$ cat src/rtl/shift_result_packer.sv
// Buffers qualified shift-unit results in a small word FIFO and streams each
// word out as two bytes (LSB first) over a valid/ready byte interface.
module shift_result_packer #(
    parameter int DATA_WIDTH = 16,
    parameter int BYTE_WIDTH = 8,
    parameter int FIFO_DEPTH = 4
) (
    input  logic                  CLK_SHIFT,
    input  logic                  RST_SHIFT,
    input  logic [DATA_WIDTH-1:0] RES_IN,
    input  logic                  RES_VALID,
    output logic [BYTE_WIDTH-1:0] BYTE_OUT,
    output logic                  BYTE_VALID,
    input  logic                  BYTE_READY,
    output logic                  FIFO_EMPTY,
    output logic                  BUSY,
    output logic                  OVERFLOW,
    input  logic                  CLR_OVF
);

    localparam int AW = $clog2(FIFO_DEPTH);
    localparam int CW = AW + 1;

    typedef enum logic [1:0] {
        IDLE    = 2'd0,
        SEND_LO = 2'd1,
        SEND_HI = 2'd2
    } state_t;

    logic [DATA_WIDTH-1:0] mem [FIFO_DEPTH];
    logic [AW-1:0]         wr_ptr;
    logic [AW-1:0]         rd_ptr;
    logic [CW-1:0]         count;
    state_t                state;
    logic [DATA_WIDTH-1:0] hold;
    logic [DATA_WIDTH-1:0] head;
    logic                  pop;
    logic                  push;
    logic                  drop;

    assign head       = mem[rd_ptr];
    assign FIFO_EMPTY = (count == '0);

    // A full FIFO still accepts a word when the FSM pops on the same edge.
    always_comb begin
        pop  = 1'b0;
        push = 1'b0;
        drop = 1'b0;
        if (count != '0) begin
            pop = (state == IDLE) || ((state == SEND_HI) && BYTE_READY);
        end
        if (RES_VALID) begin
            push = (count != CW'(FIFO_DEPTH)) || pop;
            drop = !push;
        end
    end

    always_ff @(posedge CLK_SHIFT) begin
        if (push) begin
            mem[wr_ptr] <= RES_IN;
        end
    end

    always_ff @(posedge CLK_SHIFT or negedge RST_SHIFT) begin
        if (!RST_SHIFT) begin
            wr_ptr <= '0;
            rd_ptr <= '0;
            count  <= '0;
        end else begin
            if (push) begin
                wr_ptr <= wr_ptr + 1'b1;
            end
            if (pop) begin
                rd_ptr <= rd_ptr + 1'b1;
            end
            case ({push, pop})
                2'b10:   count <= count + 1'b1;
                2'b01:   count <= count - 1'b1;
                default: count <= count;
            endcase
        end
    end

    always_ff @(posedge CLK_SHIFT or negedge RST_SHIFT) begin
        if (!RST_SHIFT) begin
            OVERFLOW <= 1'b0;
        end else if (drop) begin
            OVERFLOW <= 1'b1;
        end else if (CLR_OVF) begin
            OVERFLOW <= 1'b0;
        end
    end

    // Byte outputs are registered alongside the state so they never depend
    // combinationally on BYTE_READY.
    always_ff @(posedge CLK_SHIFT or negedge RST_SHIFT) begin
        if (!RST_SHIFT) begin
            state      <= IDLE;
            hold       <= '0;
            BYTE_OUT   <= '0;
            BYTE_VALID <= 1'b0;
            BUSY       <= 1'b0;
        end else begin
            case (state)
                IDLE: begin
                    if (pop) begin
                        hold       <= head;
                        BYTE_OUT   <= head[BYTE_WIDTH-1:0];
                        BYTE_VALID <= 1'b1;
                        BUSY       <= 1'b1;
                        state      <= SEND_LO;
                    end
                end
                SEND_LO: begin
                    if (BYTE_READY) begin
                        BYTE_OUT <= hold[DATA_WIDTH-1:BYTE_WIDTH];
                        state    <= SEND_HI;
                    end
                end
                SEND_HI: begin
                    if (BYTE_READY) begin
                        if (pop) begin
                            hold     <= head;
                            BYTE_OUT <= head[BYTE_WIDTH-1:0];
                            state    <= SEND_LO;
                        end else begin
                            BYTE_OUT   <= '0;
                            BYTE_VALID <= 1'b0;
                            BUSY       <= 1'b0;
                            state      <= IDLE;
                        end
                    end
                end
                default: begin
                    BYTE_OUT   <= '0;
                    BYTE_VALID <= 1'b0;
                    BUSY       <= 1'b0;
                    state      <= IDLE;
                end
            endcase
        end
    end

endmodule

$ cat config.mk
export PLATFORM = sky130hd
export DESIGN_NAME = shift_result_packer
export DESIGN_NICKNAME = d
export VERILOG_FILES = /design/src/rtl/shift_result_packer.sv
export SDC_FILE = /design/constraint.sdc
export NUM_CORES = 1
export LEC_CHECK = 0
export CORE_MARGIN = 4
export CORE_UTILIZATION = 50
export DETAILED_ROUTE_END_ITERATION = 6
export HOLD_SLACK_MARGIN = 0.12
export PLACE_DENSITY = 0.71
export SLEW_MARGIN = 20
export SYNTH_ARGS = -nofsm -noshare
export SYNTH_HDL_FRONTEND = slang
export SYNTH_SLANG_ARGS = --single-unit
$ cat constraint.sdc
create_clock -name CLK_SHIFT -period 5 [get_ports CLK_SHIFT]
set_clock_uncertainty 0.05 [all_clocks]
set_input_delay 1 -clock CLK_SHIFT [delete_from_list [all_inputs] [get_ports CLK_SHIFT]]
set_output_delay 1 -clock CLK_SHIFT [all_outputs]
set_load 0.02 [all_outputs]
# Word level (Yosys, flattened, before mapping)
# Memory sizes are Yosys's and may differ from the RTL's.
# Index checks and enable logic that the tools add are counted.
# totals
reg_bits	35
latch_bits	0
mem_bits_rw	64
rom_bits	0
inputBits	21
wordCells	61
n_memories	1
# memory_table
memory	words	width	rd	rd_clocked_by_memory_dff	write_ports	line_no	text
mem	4	16	1	0	1	30	logic [DATA_WIDTH-1:0] mem [FIFO_DEPTH];
# op_classes
add_sub_neg	4
n_mul	0
div	0
magnitude_cmp	0
n_eq_ne	9
n_shift	0
n_mux	25
bitwise_logic	1
n_reduce_logical	13
# ops
op	count
2-to-1 mux 16 bit	2
2-to-1 mux 8 bit	4
one-hot mux 16 bit (2 select lines)	1
one-hot mux 8 bit (3 select lines)	1
2-to-1 mux 1 bit	11
inequality test 2 bit, second input constant	4
2-to-1 mux 2 bit	3
one-hot mux 2 bit (3 select lines)	1
one-hot mux 3 bit (2 select lines)	1
nonzero test 2 bit	3
adder 2 x 1 -> 2 bit, second input constant	2
equality test 2 x 1 -> 1 bit, second input constant	2
equality test 2 bit, second input constant	2
AND reduction 4 bit	1
adder 3 x 1 -> 3 bit, second input constant	1
logical NOT 3 bit	1
inequality test 3 bit, second input constant	1
one-hot mux 1 bit (3 select lines)	1
AND reduction 3 bit	1
nonzero test 3 bit	1
subtractor 3 x 1 -> 3 bit, second input constant	1
logical NOT 2 bit	1
logical OR 1 bit	2
AND reduction 2 bit	1
other kinds (3)	3

# Longest topological paths before layout
# Gate-level depths: netlist (run 1).
# depth
depth_word	8
ltp_mapped	10

# Least setup slack after synthesis (run 1)
# OpenSTA, ideal clock, no wires.
# synth_path
path_type	input -> register
start	in BYTE_READY
end	reg count[2]
arrival_time_ps	2631
required_time_ps	4871
setup_slack_ps	2240
cell_stages	10
cell_sequence	nor2b_2 -> o2111ai_1 -> and2_1 -> inv_1 -> ha_1 -> inv_1 -> fa_1 -> xor2_1 -> nor2_1 -> xor2_1
# synth_via
elab_chain_len	7
# synth_lines
element	line_no	text
start: declaration	14	input logic BYTE_READY,
logical AND 1 bit (*)	50	pop = (state == IDLE) || ((state == SEND_HI) && BYTE_READY);
logical OR 1 bit (*)	50	
2-to-1 mux 1 bit (*)	49	if (count != '0) begin
logical OR 1 bit	53	push = (count != CW'(FIFO_DEPTH)) || pop;
2-to-1 mux 1 bit	52	if (RES_VALID) begin
equality test 2 x 1 -> 1 bit or equality test 2 bit (tied branches)	76	case ({push, pop})
one-hot mux 3 bit (2 select lines) or nonzero test 2 bit (tied branches)	--	
end signal: assignment	77	2'b10: count <= count + 1'b1;
end signal: assignment	78	2'b01: count <= count - 1'b1;
end signal: assignment	79	default: count <= count;
end: declaration	33	logic [CW-1:0] count;
# Mark *: on every way between the ends. The rest lies on a longest branch, timed or not.
# A chain may end at the register's enable or synchronous reset.

# Worst setup path after layout (run 1)
# Ends and elaborated chain as after synthesis.

==> impl_metrics.tcl, run 1 <==
set metrics [dict create \
    htree_num_levels 3 \
    crit_path_start_kind "input port" \
    worst_slew_pin_slew_ns 1.005 \
    status "completed" \
    num_antenna_cells 0 \
    ant_nets 0 \
    fmax_mhz 311.3 \
    setup_viol 0 \
    gp_congestion 0.7457 \
    ctsHoldBuffers 0 \
    synth_common_cells "64 x edfxtp_1, 27 x dfrtp_1, 11 x nand2_1" \
    synth_cell_types 34 \
    worst_slew_margin_rel 0.3303 \
    yosysSeqAreaShare 0.6964 \
    io_buffer_count 32 \
    timing.hold.ws_ns 0.4719 \
    irDropWorstVdd_mv 0.2574 \
    place.detailed.hpwl_um 4058 \
    synthToLayoutAreaGrowth_pct 16.91 \
    reg2reg_setup_slack_ns 2.57 \
    postCtsSetupBuffers 0 \
    hold_viol 0 \
    cts_buffers 9 \
    synth_nets 229 \
    cts_tree "built" \
    power.internal_w 0.001758 \
    rsz0062_at_grt "false" \
    drc 0 \
    seq_area_um2 2597 \
    grt_pass1_wl_um 10450 \
    core_area_um2 7253 \
    die_h_um 94.37 \
    pwr_density_cell_nw_per_um2 587.8 \
    fin_setup_tns_ns 0 \
    firstDrtPassIters 4 \
    critPathCaptureType "register" \
    synth_flop_cell "edfxtp_1" \
    ioPinCount 33 \
    synth_most_common_cell "edfxtp_1" \
    antenna_found_initial 0 \
    die_w_um 94.37 \
    vias_per_cell 5.375 \
    clock_sinks 91 \
    cp_data_required_time_ns 5.23 \
    synth_warnings 0 \
    share_seq_of_total_power 0.479 \
    yosys-top-cells-area "edfxtp_1 52%, dfrtp_1 18%, mux4_1 5.6%" \
    clkLatencyLatePin_ns 0.35 \
    netlist_area_um2 3730 \
    final_nets 267 \
    synth-seq-cells 91 \
    power_frac_clock 0.213 \
    path_class "input port to register" \
    synthCells 202 \
    avgSynthCellArea_um2 18.46 \
    swShare 0.3142 \
    track_usage 0.1619 \
    arrival_ns 3.44 \
    fin_crit_sh 0.6425 \
    p_leak_nw 1.590 \
    utilization 0.6012 \
    grt_max_degree 28 \
    synth-edff-count 64 \
    routed_wl_um 6390 \
    n_fill_cell 546 \
    cts-root-buf "clkbuf_8" \
    grt_pass1_vias 1934 \
    period_needed_ns 3.212 \
    ys_async_sr_fraction 0.2967 \
    drtIter0Drc 135 \
    drive_gt1_frac 0.1673 \
    multi_input_area_um2 1042 \
    cts_buffer_depth 2 \
    power_frac_comb 0.308 \
    yosys.area.top_type "edfxtp_1" \
    clkTransAtPathRegs_ns 0.08 \
    rows 31 \
    p_sw_w 0.0008054 \
    synth.top_cell.area_share 0.5153 \
    grt_overflow 0 \
    routedWlPerCell_um 18.58 \
    initial_core_util 0.5142 \
    die-area_um2 8906 \
    maxCapViolations 0 \
    report.final.slew_viol_count 0 \
    cp_max_fo 13 \
    cts_resized 0 \
    hp-class "register to register" \
    vias 1849 \
]
## final cells by class
type                       instances  share of cell area
timing repair buffer              35             0.07862
inverter                           8            0.006887
tap                               99             0.02841
sequential                        91              0.5957
multi-input combinational         95              0.2390
clock buffer                      10             0.03156
clock inverter                     6             0.01980
## path summary, 6_finish.rpt
kind                            startpoint     endpoint  depth (start not counted)
max in group asynchronous        RST_SHIFT  BYTE_OUT[2]                          2
worst max-delay path            BYTE_READY     count[2]                         12
min in group asynchronous        RST_SHIFT      hold[8]                          2
worst min register to register    hold[13]     hold[13]                          1
worst max register to register    state[1]     count[2]                         10
worst min-delay path              hold[13]     hold[13]                          1
## power by group through the flow
| stage | clock [W] | sequential (W) | combinational [W] |
|---|---|---|---|
| final | 0.000546 | 0.00123 | 0.000788 |
| after global routing | 0.000593 | 0.00126 | 0.000866 |
| after CTS | 0.000559 | 0.00124 | 0.000801 |
| after detailed placement | 0 | 0.00125 | 0.000799 |
| after global placement | 0 | 0.00124 | 0.000785 |
| after floorplan | 0 | 0.00117 | 0.000613 |
## flip-flops by register name (all words and copies together) (netlist names)
name	cells
hold	8
BYTE_OUT	8
OVERFLOW	1
rd_ptr	2
mem	64
BUSY	1
state	2
count	3
wr_ptr	2
## critical path, cell delays in order
cell	delay, ns
clkdlybuf4s50_1	0.39
buf_4	0.20
nor2b_2	0.22
o2111ai_1	0.26
and2_1	0.29
inv_1	0.06
ha_1	0.17
inv_1	0.06
fa_1	0.37
xor2_1	0.15
nor2_1	0.12
xor2_1	0.15
## cells in the final DEF, fill, tap and decap left out, types with 2 or more instances in the layout
cell type,synthesis,layout
clkinv_2,0,2
mux2_2,8,8
edfxtp_1,64,64
buf_4,1,3
and3_1,4,4
nand2_1,11,11
o21ai_0,10,10
nor3b_2,2,2
inv_1,8,8
xor2_1,3,3
clkbuf_8,0,10
bufinv_16,0,2
mux4_1,8,8
xnor2_1,3,3
ha_1,5,5
nor3_4,2,2
mux4_2,8,8
mux2i_1,9,9
dfrtp_1,27,27
a221o_1,7,7
clkdlybuf4s50_1,0,32
nor2_1,3,3
## routing by layer
layer  vias up  share of wire  GRT usage
met1       926           0.45     0.2242
met5         -              0          0
met3         7          0.049    0.04064
met4         0          0.010    0.05415
li1        877              -          -
met2        39           0.49     0.2535
## per-stage QoR
stage          area [µm²]  worst slack (ns)  std cells  power, W
2_1_floorplan        3730             2.240        202  0.001788
6_report             4360             1.788        344  0.002563
4_1_cts              4360             1.789        344  0.002595
3_5_place_dp         4136             1.415        328  0.002049
3_3_place_gp         4136             1.491        328  0.002025
5_1_grt              4360             1.570        344  0.002722
## cells by family (layout without fill, tap and decap cells)
logic type / after synthesis / in the layout / share of synthesized area
flip-flops: 91 / 91 / 0.6964
multiplexers: 33 / 33 / 0.1530
AND/OR/NAND/NOR: 28 / 28 / 0.04696
AO/OA/AOI/OAI: 22 / 22 / 0.04328
buffers and inverters: 16 / 59 / 0.02415
adder cells (fa/ha/maj): 6 / 6 / 0.02214
XOR/XNOR: 6 / 6 / 0.01409
(Power assumes the default switching activity.)
==> inputs of run 2 (changes only) <==
--- a/config.mk
+++ b/config.mk
@@ -9,7 +9,7 @@
 export CORE_UTILIZATION = 50
 export DETAILED_ROUTE_END_ITERATION = 6
 export HOLD_SLACK_MARGIN = 0.12
-export PLACE_DENSITY = 0.71
+export PLACE_DENSITY = 0.73
 export SLEW_MARGIN = 20
 export SYNTH_ARGS = -nofsm -noshare
 export SYNTH_HDL_FRONTEND = slang
==> constraint.sdc (replaced) <==
create_clock -name CLK_SHIFT -period 2.7 [get_ports CLK_SHIFT]
set_clock_uncertainty 0.05 [all_clocks]
set_input_delay 0.54 -clock CLK_SHIFT [delete_from_list [all_inputs] [get_ports CLK_SHIFT]]
set_output_delay 0.54 -clock CLK_SHIFT [all_outputs]
set_load 0.02 [all_outputs]
==> impl_metrics.tcl, run 2 (same netlist as run 1, synthesis figures left out) <==
set metrics [dict create \
    fin_cells 354 \
    die_h_um 94.37 \
    timing.hold.ws_ns 0.4701 \
    power_frac_comb 0.342 \
    p_leak_nw 1.610 \
    report.final.slew_viol_count 0 \
    track_usage 0.1608 \
    met1Wirelength_um 2772 \
    core_area_um2 7253 \
    final_nets 277 \
    fmax_mhz 425.3 \
    irDropWorstVdd_mv 0.4629 \
    dpl_cell_area_um2 4212 \
    ctsHoldBuffers 0 \
    hold_viol 0 \
    period_needed_ns 2.351 \
    drc 0 \
    pwr_density_cell_nw_per_um2 1049 \
    place_ws_ns 0.004307 \
    setup_viol 0 \
    clkLatencyLatePin_ns 0.35 \
    final_common_cell "edfxtp_1" \
    clock_sinks 91 \
    critical_path.startpoint "count[0]" \
    layout_common_cells "64 x edfxtp_1, 32 x clkdlybuf4s50_1, 27 x dfrtp_1" \
    routed.top_layer "met4" \
    cts-root-buf "clkbuf_8" \
    worst_slew_pin_slew_ns 0.6256 \
    ant_nets 0 \
    cp_data_required_time_ns 2.11 \
    arrival_ns 1.76 \
    grt_pass1_vias 2039 \
    synthToLayoutAreaGrowth_pct 17.68 \
    routed_wl_um 6237 \
    htree_num_levels 3 \
    grt_max_degree 28 \
    io_buffer_count 32 \
    swShare 0.3220 \
    place_inst 338 \
    clkTransAtPathRegs_ns 0.09 \
    maxCapViolations 0 \
    wl_met3_um 261 \
    worstReg2RegStart "state[0]" \
    firstDrtPassIters 4 \
    cts_buffers 9 \
    hp-class "register to register" \
    die_w_um 94.37 \
    holdCritStartpoint "hold[10]" \
    routedWlPerCell_um 17.62 \
    largest_reg_flops 64 \
    dr_wl_met2_um 2991 \
    grt_pass1_wl_um 10380 \
    rows 31 \
    die-area_um2 8906 \
    rsz0062_at_grt "false" \
    drive_gt1_frac 0.1961 \
    critPathCaptureType "output pin" \
    fin_crit_sh 0.8708 \
    place.detailed.hpwl_um 4110 \
    fin_setup_tns_ns 0 \
    p_sw_w 0.001483 \
    vias_per_cell 5.435 \
    num_antenna_cells 0 \
    cp_max_fo 5 \
    status "completed" \
    postCtsSetupBuffers 0 \
    fin_area_um2 4389 \
    largestRegisters "mem x64, BYTE_OUT x8, hold x8" \
    drtIter0Drc 84 \
    crit_path_start_kind "register" \
    initial_core_util 0.5142 \
    cts_buffer_depth 2 \
    layout_setup_ws_ns 0.3489 \
    power_frac_clock 0.177 \
    vias 1924 \
    ioPinCount 33 \
    share_seq_of_total_power 0.481 \
    gp_congestion 0.7560 \
    worst_slew_margin_rel 0.5829 \
    cts_resized 0 \
    power.internal_w 0.003122 \
    path_class "register to output pin" \
    grt_overflow 0 \
    cts_tree "built" \
    regMostFlops "mem" \
    antenna_found_initial 0 \
]
## run 2: routing by layer
| layer | up-vias | GRT usage |
|---|---|---|
| li1 | 894 | - |
| met1 | 976 | 0.2077 |
| met2 | 42 | 0.2559 |
| met3 | 12 | 0.03745 |
| met4 | 0 | 0.08303 |
| met5 | - | 0 |
## run 2: power by group through the flow
stage | logic (W) | clock network, W | registers, W
finish | 0.00158 | 0.000814 | 0.00221
global route | 0.00173 | 0.000900 | 0.00227
CTS | 0.00161 | 0.000840 | 0.00222
detailed placement | 0.00161 | 0 | 0.00226
global placement | 0.00157 | 0 | 0.00224
floorplan | 0.00114 | 0 | 0.00218
## run 2: path summary, 6_finish.rpt
| path | endpoint | slack [ns] | cells after the start |
|---|---|---|---|
| setup / recovery | FIFO_EMPTY | 0.35 | 2 |
| hold / removal | hold[10] | 0.47 | 1 |
| max in group asynchronous | hold[11] | 1.84 | 2 |
| min in group asynchronous | hold[15] | 0.50 | 2 |
| setup reg to reg | count[2] | 0.53 | 9 |
| hold reg to reg | hold[10] | 0.47 | 1 |
## run 2: area by class of cell
| cell class | instances | area (µm²) |
|---|---|---|
| clock buffer | 11 | 141.4 |
| multi-input combinational | 95 | 1042 |
| timing repair buffer | 45 | 417.9 |
| tap | 99 | 123.9 |
| clock inverter | 5 | 36.28 |
| sequential | 91 | 2597 |
| inverter | 8 | 30.03 |
| fill | 572 | 2864 |
## run 2: through the flow
step	power [W]	utilization
floorplan	0.003311	-
finish	0.004605	0.6051
global placement	0.003809	0.5806
detailed placement	0.003863	0.5806
global route	0.004905	0.6051
CTS	0.004675	0.6051
## run 2: critical path, stage by stage, from the launching register on
cell,delay [ns]
dfrtp_1,0.45
nor3_4,0.30
clkdlybuf4s50_1,0.66
